<file path="src/rtl/sram_port_arbiter_if.sv">
// sram_port_arbiter_if: requester req/ack handshake plus SRAM strobe/address/data pins.
// slave is the arbiter's view; master is the requester/memory side.
interface sram_port_arbiter_if;
  logic        req0, req1, we0, we1, ack0, ack1, busy, owner;
  logic [15:0] addr0, addr1, wdata0, wdata1, rdata;
  logic        Mem_CE, Mem_UB, Mem_LB, Mem_OE, Mem_WE;
  logic [19:0] ADDR;
  logic [15:0] Data_to_SRAM, Data_from_SRAM;
  modport slave (
    input  req0, req1, we0, we1, addr0, addr1, wdata0, wdata1, Data_from_SRAM,
    output ack0, ack1, rdata, busy, owner, Mem_CE, Mem_UB, Mem_LB, Mem_OE, Mem_WE, ADDR, Data_to_SRAM
  );
  modport master (
    output req0, req1, we0, we1, addr0, addr1, wdata0, wdata1, Data_from_SRAM,
    input  ack0, ack1, rdata, busy, owner, Mem_CE, Mem_UB, Mem_LB, Mem_OE, Mem_WE, ADDR, Data_to_SRAM
  );
endinterface

</file>
<file path="src/rtl/sram_port_arbiter.sv">
// sram_port_arbiter: shares one 16-bit async SRAM between two req/ack ports with registered strobes.
// Define SRAM_ARB_RR_EN for round-robin on simultaneous requests; otherwise port 0 has fixed priority.
module sram_port_arbiter #(
  parameter int WAIT_CYCLES = 2
) (
  input logic Clk,
  input logic Reset,
  sram_port_arbiter_if.slave bus
);
  typedef enum logic [1:0] {IDLE, SETUP, ACCESS, DONE} state_t;

  if (WAIT_CYCLES < 1 || WAIT_CYCLES > 15) begin : g_bad_wait
    $error("WAIT_CYCLES must be in 1..15");
  end

  state_t      r_state, w_next;
  logic [3:0]  r_cnt;
  logic        r_we, r_owner, r_busy, r_ack0, r_ack1;
  logic        r_ce_n, r_oe_n, r_we_n;
  logic [15:0] r_addr, r_wdata, r_rdata;
  logic        w_grant, w_gnt, w_we;
  logic        w_ce, w_oe, w_wr, w_ack0, w_ack1;

  assign w_grant = (r_state == IDLE) & (bus.req0 | bus.req1);

`ifdef SRAM_ARB_RR_EN
  // r_prio names the port that wins the next tie; it flips away from every grant
  logic r_prio;
  always_ff @(posedge Clk or negedge Reset)
    if (!Reset) r_prio <= 1'b0;
    else if (w_grant) r_prio <= ~w_gnt;
  assign w_gnt = (bus.req0 & bus.req1) ? r_prio : bus.req1;
`else
  assign w_gnt = bus.req1 & ~bus.req0;
`endif

  // the grant cycle must already see the requester's direction to drive OE in SETUP
  assign w_we = (r_state == IDLE) ? (w_gnt ? bus.we1 : bus.we0) : r_we;

  always_comb begin
    w_next = (r_state == IDLE)   ? ((bus.req0 | bus.req1) ? SETUP : IDLE) :
             (r_state == SETUP)  ? ACCESS :
             (r_state == ACCESS) ? ((r_cnt == 4'd0) ? DONE : ACCESS) : IDLE;
  end

  always_comb begin
    w_ce   = w_next != IDLE;
    w_oe   = ~w_we & ((w_next == SETUP) | (w_next == ACCESS));
    w_wr   = w_we & (w_next == ACCESS);
    w_ack0 = (w_next == DONE) & ~r_owner;
    w_ack1 = (w_next == DONE) & r_owner;
  end

  always_ff @(posedge Clk or negedge Reset) begin
    if (!Reset) begin
      r_state <= IDLE;
      r_cnt   <= 4'd0;
      r_we    <= 1'b0;
      r_owner <= 1'b0;
      r_busy  <= 1'b0;
      r_ack0  <= 1'b0;
      r_ack1  <= 1'b0;
      r_ce_n  <= 1'b1;
      r_oe_n  <= 1'b1;
      r_we_n  <= 1'b1;
      r_addr  <= 16'h0000;
      r_wdata <= 16'h0000;
      r_rdata <= 16'h0000;
    end else begin
      r_state <= w_next;
      r_busy  <= w_next != IDLE;
      r_ack0  <= w_ack0;
      r_ack1  <= w_ack1;
      r_ce_n  <= ~w_ce;
      r_oe_n  <= ~w_oe;
      r_we_n  <= ~w_wr;
      r_cnt   <= (r_state == SETUP) ? 4'(WAIT_CYCLES - 1) :
                 ((r_state == ACCESS) && (r_cnt != 4'd0)) ? r_cnt - 4'd1 : r_cnt;
      if (w_grant) begin
        r_owner <= w_gnt;
        r_we    <= w_we;
        r_addr  <= w_gnt ? bus.addr1 : bus.addr0;
        r_wdata <= w_gnt ? bus.wdata1 : bus.wdata0;
      end
      if ((r_state == ACCESS) && (r_cnt == 4'd0) && !r_we) r_rdata <= bus.Data_from_SRAM;
    end
  end

  assign bus.Mem_CE       = r_ce_n;
  assign bus.Mem_UB       = r_ce_n;
  assign bus.Mem_LB       = r_ce_n;
  assign bus.Mem_OE       = r_oe_n;
  assign bus.Mem_WE       = r_we_n;
  assign bus.ADDR         = {4'b0000, r_addr};
  assign bus.Data_to_SRAM = r_wdata;
  assign bus.ack0         = r_ack0;
  assign bus.ack1         = r_ack1;
  assign bus.rdata        = r_rdata;
  assign bus.busy         = r_busy;
  assign bus.owner        = r_owner;
endmodule

</file>
<file path="src/flat_wrapper.sv">
// flat-port wrapper written by rule: the top's interface ports become plain ports
module sram_port_arbiter_flat 
#(
  parameter int WAIT_CYCLES = 2
)
  (Clk, Reset, bus_req0, bus_req1, bus_we0, bus_we1, bus_addr0, bus_addr1, bus_wdata0, bus_wdata1, bus_Data_from_SRAM, bus_ack0, bus_ack1, bus_rdata, bus_busy, bus_owner, bus_Mem_CE, bus_Mem_UB, bus_Mem_LB, bus_Mem_OE, bus_Mem_WE, bus_ADDR, bus_Data_to_SRAM);
  sram_port_arbiter_if bus_i ();
  input logic Clk;
  input logic Reset;
  input wire logic [$bits(bus_i.req0)-1:0] bus_req0;
  input wire logic [$bits(bus_i.req1)-1:0] bus_req1;
  input wire logic [$bits(bus_i.we0)-1:0] bus_we0;
  input wire logic [$bits(bus_i.we1)-1:0] bus_we1;
  input wire logic [$bits(bus_i.addr0)-1:0] bus_addr0;
  input wire logic [$bits(bus_i.addr1)-1:0] bus_addr1;
  input wire logic [$bits(bus_i.wdata0)-1:0] bus_wdata0;
  input wire logic [$bits(bus_i.wdata1)-1:0] bus_wdata1;
  input wire logic [$bits(bus_i.Data_from_SRAM)-1:0] bus_Data_from_SRAM;
  output wire logic [$bits(bus_i.ack0)-1:0] bus_ack0;
  output wire logic [$bits(bus_i.ack1)-1:0] bus_ack1;
  output wire logic [$bits(bus_i.rdata)-1:0] bus_rdata;
  output wire logic [$bits(bus_i.busy)-1:0] bus_busy;
  output wire logic [$bits(bus_i.owner)-1:0] bus_owner;
  output wire logic [$bits(bus_i.Mem_CE)-1:0] bus_Mem_CE;
  output wire logic [$bits(bus_i.Mem_UB)-1:0] bus_Mem_UB;
  output wire logic [$bits(bus_i.Mem_LB)-1:0] bus_Mem_LB;
  output wire logic [$bits(bus_i.Mem_OE)-1:0] bus_Mem_OE;
  output wire logic [$bits(bus_i.Mem_WE)-1:0] bus_Mem_WE;
  output wire logic [$bits(bus_i.ADDR)-1:0] bus_ADDR;
  output wire logic [$bits(bus_i.Data_to_SRAM)-1:0] bus_Data_to_SRAM;
  assign bus_i.req0 = bus_req0;
  assign bus_i.req1 = bus_req1;
  assign bus_i.we0 = bus_we0;
  assign bus_i.we1 = bus_we1;
  assign bus_i.addr0 = bus_addr0;
  assign bus_i.addr1 = bus_addr1;
  assign bus_i.wdata0 = bus_wdata0;
  assign bus_i.wdata1 = bus_wdata1;
  assign bus_i.Data_from_SRAM = bus_Data_from_SRAM;
  assign bus_ack0 = bus_i.ack0;
  assign bus_ack1 = bus_i.ack1;
  assign bus_rdata = bus_i.rdata;
  assign bus_busy = bus_i.busy;
  assign bus_owner = bus_i.owner;
  assign bus_Mem_CE = bus_i.Mem_CE;
  assign bus_Mem_UB = bus_i.Mem_UB;
  assign bus_Mem_LB = bus_i.Mem_LB;
  assign bus_Mem_OE = bus_i.Mem_OE;
  assign bus_Mem_WE = bus_i.Mem_WE;
  assign bus_ADDR = bus_i.ADDR;
  assign bus_Data_to_SRAM = bus_i.Data_to_SRAM;
  sram_port_arbiter #(.WAIT_CYCLES(WAIT_CYCLES)) u_core (.Clk(Clk), .Reset(Reset), .bus(bus_i));
endmodule
</file>
<file path="config.mk">
export PLATFORM = sky130hd
export DESIGN_NAME = sram_port_arbiter_flat
export DESIGN_NICKNAME = d
export VERILOG_FILES = /design/src/rtl/sram_port_arbiter_if.sv /design/src/rtl/sram_port_arbiter.sv /design/src/flat_wrapper.sv
export SDC_FILE = /design/constraint.sdc
export NUM_CORES = 1
export LEC_CHECK = 0
export ABC_CLOCK_PERIOD_IN_PS = 2900
export BUFFER_PORTS_ARGS = -buffer_cell sky130_fd_sc_hd__buf_2
export CORE_MARGIN = 2
export CORE_UTILIZATION = 49
export DETAILED_ROUTE_END_ITERATION = 10
export GPL_ROUTABILITY_DRIVEN = 0
export PLACE_DENSITY = 0.88
export SLEW_MARGIN = 10
export SYNTH_ARGS = -nofsm -noshare
export SYNTH_HDL_FRONTEND = slang
export SYNTH_SLANG_ARGS = --single-unit
export TNS_END_PERCENT = 20
</file>
<file path="constraint.sdc">
create_clock -name Clk -period 2.9 [get_ports Clk]
set_input_delay 0.435 -clock Clk [delete_from_list [all_inputs] [get_ports Clk]]
set_output_delay 0.435 -clock Clk [all_outputs]
set_load 0.02 [all_outputs]
</file>
==> results.toml <==
[route]
vias = 2310
via_per_inst = 4.99
drt-total-wl_um = 6300
ant_nets = 0
drt_iter0_drc = 105
routedWlPerCell_um = 13.6
remaining_drc_errors = 0
first_pass_iters = 4

[global_routing]
grt_use_total_pct = 20.3
grt-ovfl-total = 0
grt_pass1_wl_um = 9850
grt_pass1_vias = 2300
grt_start_max_net_pins = 63
antenna_found_initial = 0

[synth]
yosysSeqAreaShare_pct = 55.1
syn_area_um2 = 2820
ys_seq_elements = 62
synth_area_per_cell_um2 = 11.5
synthCells = 246
yosys_warnings = 0
ys_types = 30

[cts]
cts_sinks = 62
cts_buffers = 9
cts_resized = 0
cts_buffer_depth = 2
htreeDepth = 3
clk_pin_slew_worst_paths_ns = 0.07
postCtsSetupBuffers = 0
clk_latency_ns = 0.33
cts_tree = "yes"
cts_root_buf = "clkbuf_8"
holdBufCountCts = 0

[final_layout]
drive_gt1_share_pct = 47.3
final_common_cell = "buf_2"
stdcell_count = 463
stdcell_area_um2 = 3760
fin_util_pct = 67.8
area_delta_synth_final_pct = 33.1
nNetsFinal = 480
diodes = 0
final_cell_mix = "buf_2 (142), dfrtp_1 (59), nand2_1 (35)"

[power_and_ir_drop]
p_clk_share_pct = 18.0
p_int_mw = 2.42
p_sw_mw = 1.72
share_seq_of_total_power_pct = 36.7
leakage_nw = 2.06
power_density_nw_per_um2 = 1100
share_comb_of_total_power_pct = 45.2
sw_frac_of_total_pct = 41.5
vdd_drop_max_mv = 0.678

[worst_setup_path]
startpoint_type = "flop"
r2r-start = "u_core.r_state[1]$_DFF_PN0_"
rr_worst_depth = 5
end_kind = "flop"
rrSetupSlack_ns = 1.05
crit_path_max_fanout = 37
critPathRequiredTime_ns = 3.12
worstReg2RegEnd = "u_core.r_we$_DFFE_PN0P_"
crit_type = "flop to flop"
arrival_ns = 2.07

[sta]
fin_skew_ns = 0.0104
worst_pin_slew_ns = 0.751
finalSetupViolCount = 0
hold_viol_final = 0
fmax_ghz = 0.540
holdWs_ns = 0.270
slew_viol_final = 0
min_period_ns = 1.85
finalCritPeriodShare_pct = 63.9
setup_tns_ns = 0
rsz0062_at_grt = "no"
max_slew_margin_pct = 50.0

[floorplanning]
top_level_ports = 147
die_area_um2 = 6390
die_h_um = 79.9
core_area_um2 = 5540
die_w_um = 79.9
rows = 27
initial_utilization_pct = 51.0

[place]
placed_area_um2 = 3560
dp.cells = 447
hpwl_um = 4790
port_buffers = 142

[run]
maxCapViolCount = 0

[hold_path]
hold_class = "primary input to async pin"

[outcome]
outcome = "complete, no violations"
## cell usage after synthesis
library cell	n	area share, %
mux2i_1	34	12
o31ai_1	2	0.53
o31a_1	1	0.31
nand3_1	2	0.35
nand4b_1	2	0.62
inv_1	8	1.1
nor4b_1	1	0.31
buf_6	1	0.40
o21ai_0	33	5.8
conb_1	1	0.13
buf_1	1	0.13
nor2_1	7	0.93
clkbuf_1	4	0.53
dfrtp_1	59	52
a31o_2	1	0.31
ha_1	8	3.5
a21oi_1	3	0.53
nand4_1	1	0.22
nor2b_1	1	0.22
nand2_1	35	4.7
buf_2	5	0.89
dfstp_2	3	2.8
mux2_2	17	6.8
nor4_4	1	0.75
and2_1	1	0.22
o21ai_1	1	0.18
a22o_1	1	0.31
nand2b_1	2	0.44
buf_4	9	2.4
a21boi_0	1	0.27
## sequential cells by signal, summed over array words and instances, names as in the netlist
register and count:
u_core.bus.Mem_OE 1, u_core.bus.ack1 1, u_core.bus.busy 1, u_core.r_state 2, u_core.bus.ack0 1, u_core.r_we 1
u_core.bus.rdata 16, u_core.bus.owner 1, u_core.bus.Data_to_SRAM 16, u_core.bus.Mem_WE 1, u_core.r_cnt 4, u_core.bus.Mem_CE 1
u_core.r_addr 16
## how the worst max path moves through the flow
stage	start	end	slack (ns)	cells after the start
global route	u_core.r_state[0]$_DFF_PN0_	u_core.r_addr[3]$_DFFE_PN0P_	0.90	6
finish	u_core.r_state[1]$_DFF_PN0_	u_core.r_we$_DFFE_PN0P_	1.05	5
CTS	u_core.r_state[1]$_DFF_PN0_	u_core.r_we$_DFFE_PN0P_	1.07	5
detailed placement	bus_req0	u_core.r_addr[7]$_DFFE_PN0P_	0.87	5
floorplan	u_core.r_state[0]$_DFF_PN0_	u_core.bus.Mem_WE$_DFF_PN1_	1.08	9
global placement	bus_req0	u_core.r_addr[13]$_DFFE_PN0P_	1.01	5
## per-layer routing
metal,part of all wire (%),vias up,track usage [%]
li1,-,1109,-
met1,38,1106,22.1
met5,0,-,0
met3,6.2,7,5.20
met4,1.1,0,10.2
met2,55,88,36.1
## critical path, cell delays in order, from the launching register on
cell	delay, ns
dfrtp_1	0.38
inv_1	0.08
ha_1	0.39
o21ai_4	0.30
buf_4	0.32
a22o_1	0.26
## metrics by stage
step	power (mW)	setup slack, ns
3_5_place_dp	3.43	0.870
6_report	4.14	1.05
4_1_cts	4.19	1.07
3_3_place_gp	3.34	1.01
5_1_grt	4.44	0.902
2_1_floorplan	2.79	1.08
## power groups by stage
stage               Combinational, mW  Sequential [mW]  Clock (mW)
global placement                 1.82             1.52           0
finish                           1.87             1.52       0.747
CTS                              1.90             1.53       0.765
detailed placement               1.89             1.54           0
floorplan                       0.800             1.98           0
global route                     2.05             1.57       0.812
## kinds of logic (layout without fill, tap and decap cells)
kind of cell               after synthesis  count (layout)  share of synthesized area [%]
buffers and inverters                   28             170                           5.40
AOI/OAI and AO/OA                       43              43                           8.29
muxes                                   51              51                           18.8
DFF                                     62              62                           55.1
and+or+nand+nor                         53              53                           8.73
other                                    1               4                          0.133
adders and majority gates                8               8                           3.54
## final cells by class
type	instances	area, µm²
inverter	8	30.0
sequential	62	1560
timing repair buffer	146	741
clock buffer	11	141
tap	72	90.1
multi-input combinational	159	1140
fill	422	1780
clock inverter	5	58.8
Power figures use the tool's default switching activity.
